$ cat src/rtl/seq_multiplier.sv
// seq_multiplier: iterative radix-2 shift-and-add multiplier with valid/ready handshakes
module seq_multiplier #(
  parameter int WIDTH = 6,
  localparam int OUTPUTLENGTH = 2 * WIDTH,
  localparam int CNTWIDTH = $clog2(WIDTH + 1)
) (
  input  logic                    clk,
  input  logic                    rst,
  input  logic                    in_valid,
  output logic                    in_ready,
  input  logic                    signed_mode,
  input  logic [WIDTH-1:0]        q,
  input  logic [WIDTH-1:0]        m,
  output logic                    out_valid,
  input  logic                    out_ready,
  output logic [OUTPUTLENGTH-1:0] p
);
  typedef enum logic [1:0] {IDLE, RUN, DONE} state_t;
  state_t state;
  logic [WIDTH-1:0] q_r, m_r;
  logic [OUTPUTLENGTH-1:0] acc, acc_next;
  logic [WIDTH:0] sum;
  logic [CNTWIDTH-1:0] cnt;
  logic sgn_r, sx_r, neg_r;
  always_comb begin
    sum = {1'b0, acc[OUTPUTLENGTH-1:WIDTH]} + (q_r[0] ? {1'b0, m_r} : '0);
    acc_next = {sum, acc[WIDTH-1:1]};
    neg_r = sgn_r & sx_r;
  end
  always_ff @(posedge clk)
    if (rst) begin
      state <= IDLE;
      in_ready <= 1'b1;
      out_valid <= 1'b0;
      p <= '0;
      q_r <= '0;
      m_r <= '0;
      acc <= '0;
      cnt <= '0;
      sgn_r <= 1'b0;
      sx_r <= 1'b0;
    end else
      case (state)
        IDLE:
          if (in_valid && in_ready) begin
            state <= RUN;
            in_ready <= 1'b0;
            sgn_r <= signed_mode;
            sx_r <= q[WIDTH-1] ^ m[WIDTH-1];
            q_r <= (signed_mode && q[WIDTH-1]) ? -q : q;
            m_r <= (signed_mode && m[WIDTH-1]) ? -m : m;
            acc <= '0;
            cnt <= '0;
          end
        RUN: begin
          acc <= acc_next;
          q_r <= q_r >> 1;
          cnt <= cnt + CNTWIDTH'(1);
          if (cnt == CNTWIDTH'(WIDTH - 1)) begin
            state <= DONE;
            out_valid <= 1'b1;
            p <= neg_r ? -acc_next : acc_next;
          end
        end
        DONE:
          if (out_ready) begin
            state <= IDLE;
            out_valid <= 1'b0;
            in_ready <= 1'b1;
          end
        default: begin
          state <= IDLE;
          in_ready <= 1'b1;
          out_valid <= 1'b0;
        end
      endcase
endmodule

$ cat config.mk
export PLATFORM = sky130hd
export DESIGN_NAME = seq_multiplier
export DESIGN_NICKNAME = d
export VERILOG_FILES = /design/src/rtl/seq_multiplier.sv
export SDC_FILE = /design/constraint.sdc
export NUM_CORES = 1
export LEC_CHECK = 0
export BUFFER_PORTS_ARGS = -buffer_cell sky130_fd_sc_hd__buf_2
export CORE_AREA = 3 3 82 84
export CTS_BUF_LIST = sky130_fd_sc_hd__clkbuf_16
export DETAILED_ROUTE_END_ITERATION = 10
export DIE_AREA = 0 0 85 87
export PLACE_DENSITY = 0.56
export SYNTH_ARGS = -nofsm -noshare
export SYNTH_HDL_FRONTEND = slang
export SYNTH_SLANG_ARGS = --single-unit
$ cat constraint.sdc
create_clock -name clk -period 5.35 [get_ports clk]
set_input_delay 0.535 -clock clk [delete_from_list [all_inputs] [get_ports clk]]
set_output_delay 0.535 -clock clk [all_outputs]
set_load 0.05 [all_outputs]
* Word-level counts from Yosys, hierarchy flattened *
Cells that the tools add are included.

storage, ports and cells
  latch bits = 0
  flip-flop bits (word level) = 45
  output and inout port bits = 14
  memory bits (read-only) = 0
  input port bits = 17
  bits in writable memories = 0
  logic and storage cells = 56
  memories kept = 0

cells by class
  bitwise logic cells = 4
  $mul = 0
  $add $sub $neg = 5
  eq/ne operators = 6
  shift operators = 0
  $lt $le $gt $ge = 0
  reductions and logical operators = 11
  div/mod/pow operators = 0
  multiplexer cells = 20

operators with widths
  operator               count
  $mux W12               2
  $mux W6                4
  $pmux W12 S2           1
  $neg A12 Y12           1
  $neg A6 Y6             2
  $pmux W6 S2            1
  $reduce_and A3 Y1      3
  $add A6 B6 Y7          1
  $mux W2                3
  $ne A2 B2 Y1 const B   3
  $pmux W1 S3            2
  $pmux W2 S3            1
  $pmux W3 S2            1
  $reduce_and A2 Y1      3
  $mux W1                4
  $add A3 B1 Y3 const B  1
  $eq A3 B3 Y1 const B   1
  $logic_and A1 B1 Y1    3
  $mux W3                1
  $eq A2 B1 Y1 const B   1
  $eq A2 B2 Y1 const B   1
  $logic_not A2 Y1       1
  $not A1 Y1             2
  $reduce_bool A2 Y1     1
  other kinds (2)        2

* Depth between registers and ports, before layout *
Gate-level depths: netlist (run 1).

  depth in word-level cells = 4
  depth in mapped cells = 10
  gate-level depth less buffers = 10

* Worst setup path after synthesis (run 1) *
OpenSTA, ideal clock, no wires.

  kind = reg2reg
  start = register q_r[0]
  end = register p[11]
  required time = 5,217 ps
  clock period less this slack = 2,306 ps
  arrival time = 2,173 ps
  buffers on the path = 0
  library setup time = 133 ps
  path slack = 3,044 ps
  cell stages (with the launch flop) = 11
  cell sequence = dfxtp_1 and2_1 ha_1 inv_1 fa_1 xnor2_1 and3b_1 o21ai_1 o41ai_2 xor2_1 a211oi_2

between the ends
  longest elaborated chain between the ends = 4

RTL lines
  what                    line  RTL
  from (decl)             20    logic [WIDTH-1:0] q_r, m_r;
  from (signal assigned)  50    q_r <= (signed_mode && q[WIDTH-1]) ? -q : q;
  from (signal assigned)  57    q_r <= q_r >> 1;
  $mux W6 *               26    sum = {1'b0, acc[OUTPUTLENGTH-1:WIDTH]} + (q_r[0] ? {1'b0, m_r} : '0);
  $add A6 B6 Y7 *         26
  $neg A12 Y12            62    p <= neg_r ? -acc_next : acc_next;
  $mux W12 *              62
  to (signal assigned)    62
  to (decl)               16    output logic [OUTPUTLENGTH-1:0] p

Mark *: on every way between the ends. The rest lies on a longest branch, timed or not.
A chain may end at the register's enable or synchronous reset.

* Worst setup path in the final report (run 1) *
Same ends and word-level chain as after synthesis.

==> metrics.txt, run 1 <==
Pint=581.9 µW; Layout area overhead=14.48%; Syn Inst Count=291; final hold violations=0; worst-margin pin slew=0.8153 ns; Final Skew=0.006002 ns; min-delay worst type=reg2reg; gr ovfl total=0; syn nets=320; total power=760.0 µW; Setup CP Type=reg2reg; NetSw=178.1 µW; I/O pins=31; cell family with most CP delay=adder cells; Required @ worst endpoint=5.49 ns; worst-path fanout max=7; initial antenna violation count=0; Sw Share=0.2344; starting density of the core=0.3939; largest net degree at the start of global routing=45; Site Rows=28; Post-synth EDFFs=0; Gate power share=0.098; Iteration-0 DRC Markers=108; first-pass GRT wire length=8342 µm; DRT Wirelength=4731 µm; slowest CP cell=fa_1; Port Buf Inserts=30; startpoint types=register; number of remaining DRC errors=0; Hold WS=0.4525 ns; clock share of power=0.447; vias in the first global route=1827; Setup TNS Final=0 ns; f_max=399.8 MHz; wire per inst=12.19 µm; Seq/Total Area, Yosys=0.3733; GRT Total Usage=0.1383; Slew Viols, Final=0; cts bufs inserted=5; fillcell total=631; Worst-Skew Late Latency=0.28 ns; via/cell ratio=5.031; async set-or-reset flop fraction in the synthesized netlist=0; CP max stage delay=0.40 ns; Netlist cell types=44; headroom to the max-slew limit=0.4565; share of layout cells above drive strength 1=0.1438; DR vias=1952; maximum vdd ir drop=161.3 µV; core area=5991 µm²; drt first pass iters=4; Post-Syn Area=2360 µm²; status=finished, final reports clean; cts repair resizes=0; Die H=87 µm; Worst-path clk slew=0.06 ns; RSZ-0062 raised after global routing=false; Root Driver=clkbuf_16; sequential power share=0.455; antenna viol nets, final=0; CP Buf/Inv Count=1; Setup Viol. Count Final=0; clock buffer depth=2; top_reg_cell synth=dfxtp_1; FF+latch count, synth=44; clk sinks=44; TritonCTS clock tree=done; CTS Hold Buffers Added=0; Power Dens Cells=281.3 nW/µm²; postcts setup bufs=0; # diodes=0; hpwl dp=3460 µm; CP endpoint kind=register; H-tree depth=2; die footprint=7395 µm²; crit share post-route=0.4675; routability cong.=0.8627; Pleak=0.001066 µW; Die W=85 µm; Tmin final=2.501 ns; crit path cell chain=and2_1 > ha_1 > inv_1 > fa_1 > xnor2_1 > and3b_1 > o21ai_1 > o41ai_2 > xor2_1 > a211oi_2; average size of a mapped cell=8.109 µm²; number of synthesis warnings=0; Nets=341; Max Cap Viol=0; Worst Path Arrival=2.64 ns
-- cells in the mapped netlist, types with 3 or more instances --
| master | number | share of area |
|---|---|---|
| o31ai_1 | 4 | 0.013 |
| nor2_1 | 49 | 0.078 |
| nand3_1 | 15 | 0.032 |
| buf_2 | 6 | 0.013 |
| ha_1 | 11 | 0.058 |
| and2_1 | 6 | 0.016 |
| and3b_1 | 3 | 0.011 |
| a211oi_1 | 13 | 0.041 |
| a21oi_1 | 26 | 0.055 |
| nand2_1 | 25 | 0.040 |
| mux2i_1 | 3 | 0.013 |
| nand2b_1 | 3 | 0.0080 |
| xor2_1 | 8 | 0.030 |
| xnor2_1 | 11 | 0.041 |
| dfxtp_1 | 44 | 0.37 |
| clkbuf_1 | 8 | 0.013 |
| inv_1 | 13 | 0.021 |
| a22oi_1 | 6 | 0.019 |
-- cell type report --
class | instances | area (µm²) | area share
Sequential cell | 44 | 880.8 | 0.3261
Multi-Input combinational cell | 217 | 1358 | 0.5025
Inverter | 13 | 48.80 | 0.01806
Clock inverter | 3 | 37.54 | 0.01390
Timing Repair Buffer | 31 | 157.7 | 0.05836
Clock buffer | 5 | 125.1 | 0.04632
Tap cell | 75 | 93.84 | 0.03474
-- cell families after synthesis --
family                     synth area share
muxes                               0.01273
AOI/OAI and AO/OA                    0.1978
adders and majority gates           0.06681
xor gates and xnor gates            0.07052
buffers and inverters               0.05143
and+or+nand+nor                      0.2275
DFF                                  0.3733
-- sequential cells by signal, indices dropped and copies added (netlist names) --
signal / cells
q_r: 6
out_valid: 1
m_r: 6
in_ready: 1
sgn_r: 1
p: 12
acc: 11
cnt: 3
sx_r: 1
state: 2
-- power by group through the flow --
| stage | registers (µW) | clock network [µW] | logic (µW) |
|---|---|---|---|
| final | 346 | 340 | 74.1 |
| after global placement | 353 | 0 | 74.7 |
| after detailed placement | 353 | 0 | 75.4 |
| after CTS | 346 | 351 | 75.7 |
| after floorplan | 353 | 0 | 53.9 |
| after global routing | 348 | 360 | 85.8 |
-- metal layers --
metal	GRT usage	vias up	wire length [µm]
met3	0.03217	5	190
met2	0.2331	34	2093
met5	0	-	0
met4	0.03453	0	47
met1	0.1786	863	2399
li1	-	1050	-
-- worst min-delay path: stages, from the launching register on --
cell	delay (ns)
dfxtp_1	0.30
nand2_1	0.05
a21oi_1	0.05
-- through the flow --
step	setup slack [ns]	instance area, µm²	util	cells
after floorplan	3.044	2360	-	291
after global placement	2.899	2539	0.4238	380
after detailed placement	2.852	2539	0.4238	380
after CTS	2.816	2701	0.4509	388
after global routing	2.628	2701	0.4509	388
final	2.849	2701	0.4509	388
-- final timing paths --
| kind | startpoint | endpoint | slack (ns) | cells after the start |
|---|---|---|---|---|
| worst max-delay path | q_r[0]$_SDFFE_PP0P_ | p[11]$_SDFFE_PP0P_ | 2.85 | 10 |
| worst min-delay path | q_r[3]$_SDFFE_PP0P_ | q_r[2]$_SDFFE_PP0P_ | 0.45 | 2 |
| worst max register to register | q_r[0]$_SDFFE_PP0P_ | p[11]$_SDFFE_PP0P_ | 2.85 | 10 |
| worst min register to register | q_r[3]$_SDFFE_PP0P_ | q_r[2]$_SDFFE_PP0P_ | 0.45 | 2 |
-- cell usage in the layout, fill, tap and decap left out, types with 3 or more instances in the layout --
cell | netlist | layout
and2_1 | 6 | 6
clkbuf_16 | 0 | 5
buf_2 | 6 | 30
nor2_1 | 49 | 49
o31ai_1 | 4 | 4
a22oi_1 | 6 | 6
mux2i_1 | 3 | 3
dfxtp_1 | 44 | 44
a21oi_1 | 26 | 26
nand2_1 | 25 | 25
xor2_1 | 8 | 8
a211oi_1 | 13 | 13
nand2b_1 | 3 | 3
nand3_1 | 15 | 15
inv_1 | 13 | 13
ha_1 | 11 | 11
xnor2_1 | 11 | 11
and3b_1 | 3 | 3
(Power assumes the default switching activity.)
==> run 2, diff against run 1 <==
--- a/config.mk
+++ b/config.mk
@@ -10,7 +10,7 @@
 export CTS_BUF_LIST = sky130_fd_sc_hd__clkbuf_16
 export DETAILED_ROUTE_END_ITERATION = 10
 export DIE_AREA = 0 0 85 87
-export PLACE_DENSITY = 0.56
+export PLACE_DENSITY = 0.58
 export SYNTH_ARGS = -nofsm -noshare
 export SYNTH_HDL_FRONTEND = slang
 export SYNTH_SLANG_ARGS = --single-unit
==> constraint.sdc (replaced) <==
create_clock -name clk -period 2.3 [get_ports clk]
set_input_delay 0.23 -clock clk [delete_from_list [all_inputs] [get_ports clk]]
set_output_delay 0.23 -clock clk [all_outputs]
set_load 0.05 [all_outputs]
==> metrics.txt, run 2 (synthesis results as in run 1) <==
status=finished, final reports clean; Most flops, register=p; fillcell total=619; Required @ worst endpoint=2.43 ns; Worst-path clk slew=0.06 ns; placed insts=388; f_max=439.1 MHz; Max Cap Viol=0; Die W=85 µm; number of remaining DRC errors=0; I/O pins=31; headroom to the max-slew limit=0.4567; Setup Viol. Count Final=0; DRT Wirelength=4783 µm; startpoint types=register; Port Buf Inserts=30; crit share post-route=0.9901; CTS Hold Buffers Added=0; max reg flops=12; die footprint=7395 µm²; worst-path fanout max=3; total power=1656 µW; starting density of the core=0.3939; Worst Path Arrival=2.41 ns; gr ovfl total=0; largest net degree at the start of global routing=45; vias in the first global route=1916; maximum vdd ir drop=270.8 µV; worst-margin pin slew=0.8149 ns; clk sinks=44; TritonCTS clock tree=done; Root Driver=clkbuf_16; FF+latch area=883.3 µm²; drt first pass iters=4; Pleak=0.001135 µW; DR vias=2010; commonest non-fill, non-tap cells in the layout=nor2_1 (49), dfxtp_1 (42), buf_2 (30), a21oi_1 (26), nand2_1 (24); hpwl dp=3425 µm; core area=5991 µm²; H-tree depth=2; GRT Total Usage=0.1393; wire per inst=11.99 µm; Power Dens Cells=583.3 nW/µm²; antenna viol nets, final=0; fin util=0.4739; Final Skew=0.005371 ns; Iteration-0 DRC Markers=99; fin cells=399; Die H=87 µm; largest registers=p: 12 flops, acc: 11 flops; cts bufs inserted=5; via/cell ratio=5.038; initial antenna violation count=0; commonest non-fill, non-tap cell in the layout=nor2_1; Site Rows=28; Nets=352; CP endpoint kind=register; Tmin final=2.277 ns; Layout area overhead=20.31%; area of the multi-input gates=1436 µm²; share of layout cells above drive strength 1=0.2099; final hold violations=0; # diodes=0; Finished Cell Area=2839 µm²; routability cong.=0.8240; Hold WS=0.2185 ns; min-delay worst type=in2reg; clock buffer depth=2; placed instance area=2600 µm²; Setup CP Type=reg2reg; Slew Viols, Final=0; RSZ-0062 raised after global routing=true; Worst-Skew Late Latency=0.28 ns; first-pass GRT wire length=8500 µm
[run 2: where the power goes]
part	internal (µW)	switching (µW)	total (µW)
Sequential	788	17.9	806
Combinational	73.7	116	190
Clock	391	270	661
[run 2: what timing repair did]
item,CTS,global route
pin swaps,3,9
setup buffers,0,3
hold endpoints to repair,0,0
setup endpoints to repair,2,3
gates resized for setup,3,14
[run 2: metrics by stage]
step / worst slack (ns) / TNS (ns)
after floorplan: 0.006959 / 0
after global placement: -0.02568 / -0.02568
after detailed placement: -0.04815 / -0.07089
after CTS: 0.02490 / 0
after global routing: -0.09194 / -0.1643
final: 0.02284 / 0
[run 2: cell type report]
cell class	instances	share of cell area
Inverter	13	0.01719
Tap cell	75	0.03305
Timing Repair Buffer	42	0.08462
Sequential cell	44	0.3112
Multi-Input combinational cell	217	0.5060
Clock inverter	3	0.003967
Clock buffer	5	0.04407
[run 2: routing by layer]
| layer | wire length [µm] | GRT usage | part of all wire |
|---|---|---|---|
| met1 | 2386 | 0.1729 | 0.50 |
| met2 | 2173 | 0.2429 | 0.45 |
| met4 | 15 | 0.04748 | 0.0031 |
| met5 | 0 | 0 | 0 |
| met3 | 207 | 0.02460 | 0.043 |
[run 2: worst max-delay path, cell delays in order (launching register included)]
cell      delay [ns]
dfxtp_2         0.33
and2_4          0.14
ha_4            0.12
inv_2           0.04
fa_2            0.37
xnor2_2         0.15
and3b_2         0.27
o21ai_4         0.07
o41ai_2         0.37
xor2_1          0.20
a211oi_2        0.08
[run 2: path summary, 6_finish.rpt]
kind / start / to / slack (ns) / cells after the start
setup reg to reg: q_r[0]$_SDFFE_PP0P_ / p[11]$_SDFFE_PP0P_ / 0.02 / 10
setup / recovery: q_r[0]$_SDFFE_PP0P_ / p[11]$_SDFFE_PP0P_ / 0.02 / 10
hold reg to reg: m_r[0]$_SDFFE_PP0P_ / m_r[0]$_SDFFE_PP0P_ / 0.46 / 2
hold / removal: m[0] / m_r[0]$_SDFFE_PP0P_ / 0.22 / 3
==> run 3, diff against run 2 <==
--- a/config.mk
+++ b/config.mk
@@ -6,10 +6,11 @@
 export NUM_CORES = 1
 export LEC_CHECK = 0
 export BUFFER_PORTS_ARGS = -buffer_cell sky130_fd_sc_hd__buf_2
-export CORE_AREA = 3 3 82 84
+export CORE_AREA = 3 3 86 80
 export CTS_BUF_LIST = sky130_fd_sc_hd__clkbuf_16
 export DETAILED_ROUTE_END_ITERATION = 10
-export DIE_AREA = 0 0 85 87
+export DIE_AREA = 0 0 89 83
+export HOLD_SLACK_MARGIN = 0.1
 export PLACE_DENSITY = 0.58
 export SYNTH_ARGS = -nofsm -noshare
 export SYNTH_HDL_FRONTEND = slang
==> metrics.txt, run 3 (synthesis results as in run 1) <==
clock buffer depth=2; crit share post-route=0.9901; Iteration-0 DRC Markers=74; wire per inst=12.13 µm; Tmin final=2.277 ns; initial antenna violation count=0; max reg flops=12; TritonCTS clock tree=done; fillcell total=589; total power=1779 µW; CP endpoint kind=register; worst-path fanout max=3; cts bufs inserted=5; NetSw=415.8 µW; M1 GR Usage=0.1853; Worst Hold Launch=m[0]; clk sinks=44; Port Buf Inserts=30; Die W=89 µm; Max Cap Viol=0; placed insts=387; Reg2Reg Depth=10; capture point of the worst reg-to-reg path=p[11]$_SDFFE_PP0P_; Die H=83 µm; min-delay worst type=in2reg; commonest non-fill, non-tap cells in the layout=nor2_1 (49), dfxtp_1 (43), buf_2 (30), a21oi_1 (26), nand2_1 (24); largest net degree at the start of global routing=45; largest registers=p: 12 flops, acc: 11 flops; Root Driver=clkbuf_16; routability cong.=0.8157; via/cell ratio=5.040; Site Rows=27; clock share of power=0.443; CTS Hold Buffers Added=0; FF-to-FF setup slack=0.02 ns; FF+latch area=882.1 µm²; area of the multi-input gates=1390 µm²; GR Layer Usage met2=0.2179; Nets=352; Pleak=0.001127 µW; first-pass GRT wire length=8286 µm; headroom to the max-slew limit=0.4613; worst hold path endpoint=m_r[0]$_SDFFE_PP0P_; maximum vdd ir drop=280.9 µV; drt first pass iters=4; starting density of the core=0.3902; Worst-Skew Late Latency=0.28 ns; f_max=439.1 MHz; number of remaining DRC errors=0; share of layout cells above drive strength 1=0.2006; Layout area overhead=19.30%; commonest non-fill, non-tap cell in the layout=nor2_1; Required @ worst endpoint=2.43 ns; core area=6047 µm²; status=finished, final reports clean; fin util=0.4655; Sw Share=0.2337; hpwl dp=3444 µm; routing usage on met3=0.02381; die footprint=7387 µm²; Power Dens Cells=632.0 nW/µm²; H-tree depth=2; Hold WS=0.2166 ns; GRT Total Usage=0.1374; Most flops, register=p; startpoint types=register; worst hold stages=3; Setup CP Type=reg2reg; Gate power share=0.105; Slew Viols, Final=0; DR vias=1996; RSZ-0062 raised after global routing=true; fin cells=396; reg2reg start=q_r[0]$_SDFFE_PP0P_; Setup TNS Final=0 ns; antenna viol nets, final=0; Pint=1363 µW; Worst-path clk slew=0.06 ns; # diodes=0; I/O pins=31; DRT Wirelength=4803 µm; Final Skew=0.004060 ns; Worst Path Arrival=2.41 ns; gr ovfl total=0; global-route layer with the greatest usage=met2; Setup Viol. Count Final=0; final hold violations=0; worst-margin pin slew=0.8081 ns; sequential power share=0.452; vias in the first global route=1856
-- run 3: changes by cell type in the layout (fill, tap and decap cells not counted), sizes merged --
cell and change:
bufinv +1, inv -1
-- run 3: worst max path at each step --
stage	to	start	slack (ns)
finish	p[11]$_SDFFE_PP0P_	q_r[0]$_SDFFE_PP0P_	0.02
detailed placement	p[11]$_SDFFE_PP0P_	q_r[0]$_SDFFE_PP0P_	-0.08
floorplan	p[11]$_SDFFE_PP0P_	q_r[0]$_SDFFE_PP0P_	0.007
global route	p[11]$_SDFFE_PP0P_	q_r[0]$_SDFFE_PP0P_	-0.16
CTS	p[11]$_SDFFE_PP0P_	q_r[0]$_SDFFE_PP0P_	-0.04
global placement	p[11]$_SDFFE_PP0P_	q_r[0]$_SDFFE_PP0P_	-0.02
-- run 3: per-stage QoR --
step	setup WS, ns	cell area (µm²)
after floorplan	0.006959	2361
after global placement	-0.02131	2611
after detailed placement	-0.08490	2611
after CTS	-0.04362	2786
after global routing	-0.1612	2815
final	0.02284	2815
-- run 3: power groups by stage --
stage               Sequential (µW)  Clock (µW)  Combinational [µW]
floorplan                       822           0                 125
global placement                821           0                 184
detailed placement              821           0                 186
CTS                             804         811                 188
global route                    808         839                 211
finish                          805         788                 186
-- run 3: per-layer routing --
metal  routed length [µm]  vias to the layer above
li1                     -                     1071
met1                 2559                      880
met2                 1984                       40
met3                  183                        5
met4                   75                        0
met5                    0                        -
-- run 3: cell type report --
type                            count  share of cell area
Multi-Input combinational cell    217              0.4938
Inverter                           13             0.01733
Timing Repair Buffer               42             0.08533
Tap cell                           72             0.03200
Clock inverter                      3             0.01378
Sequential cell                    44              0.3133
Clock buffer                        5             0.04444
-- run 3: timing repair --
item / CTS / global route
setup endpoints to repair: 2 / 3
endpoints found under the hold margin: 0 / 0
gates resized for setup: 2 / 5
pin swaps: 1 / 3
buffers inserted: 0 / 1
gates cloned: 0 / 0
-- run 3: worst max-delay path, cell delays in order, from the launching register on --
cell	delay, ns
dfxtp_2	0.33
and2_1	0.13
ha_2	0.17
inv_1	0.05
fa_2	0.34
xnor2_1	0.14
and3b_2	0.25
o21ai_2	0.07
o41ai_2	0.36
xor2_1	0.20
a211oi_2	0.08
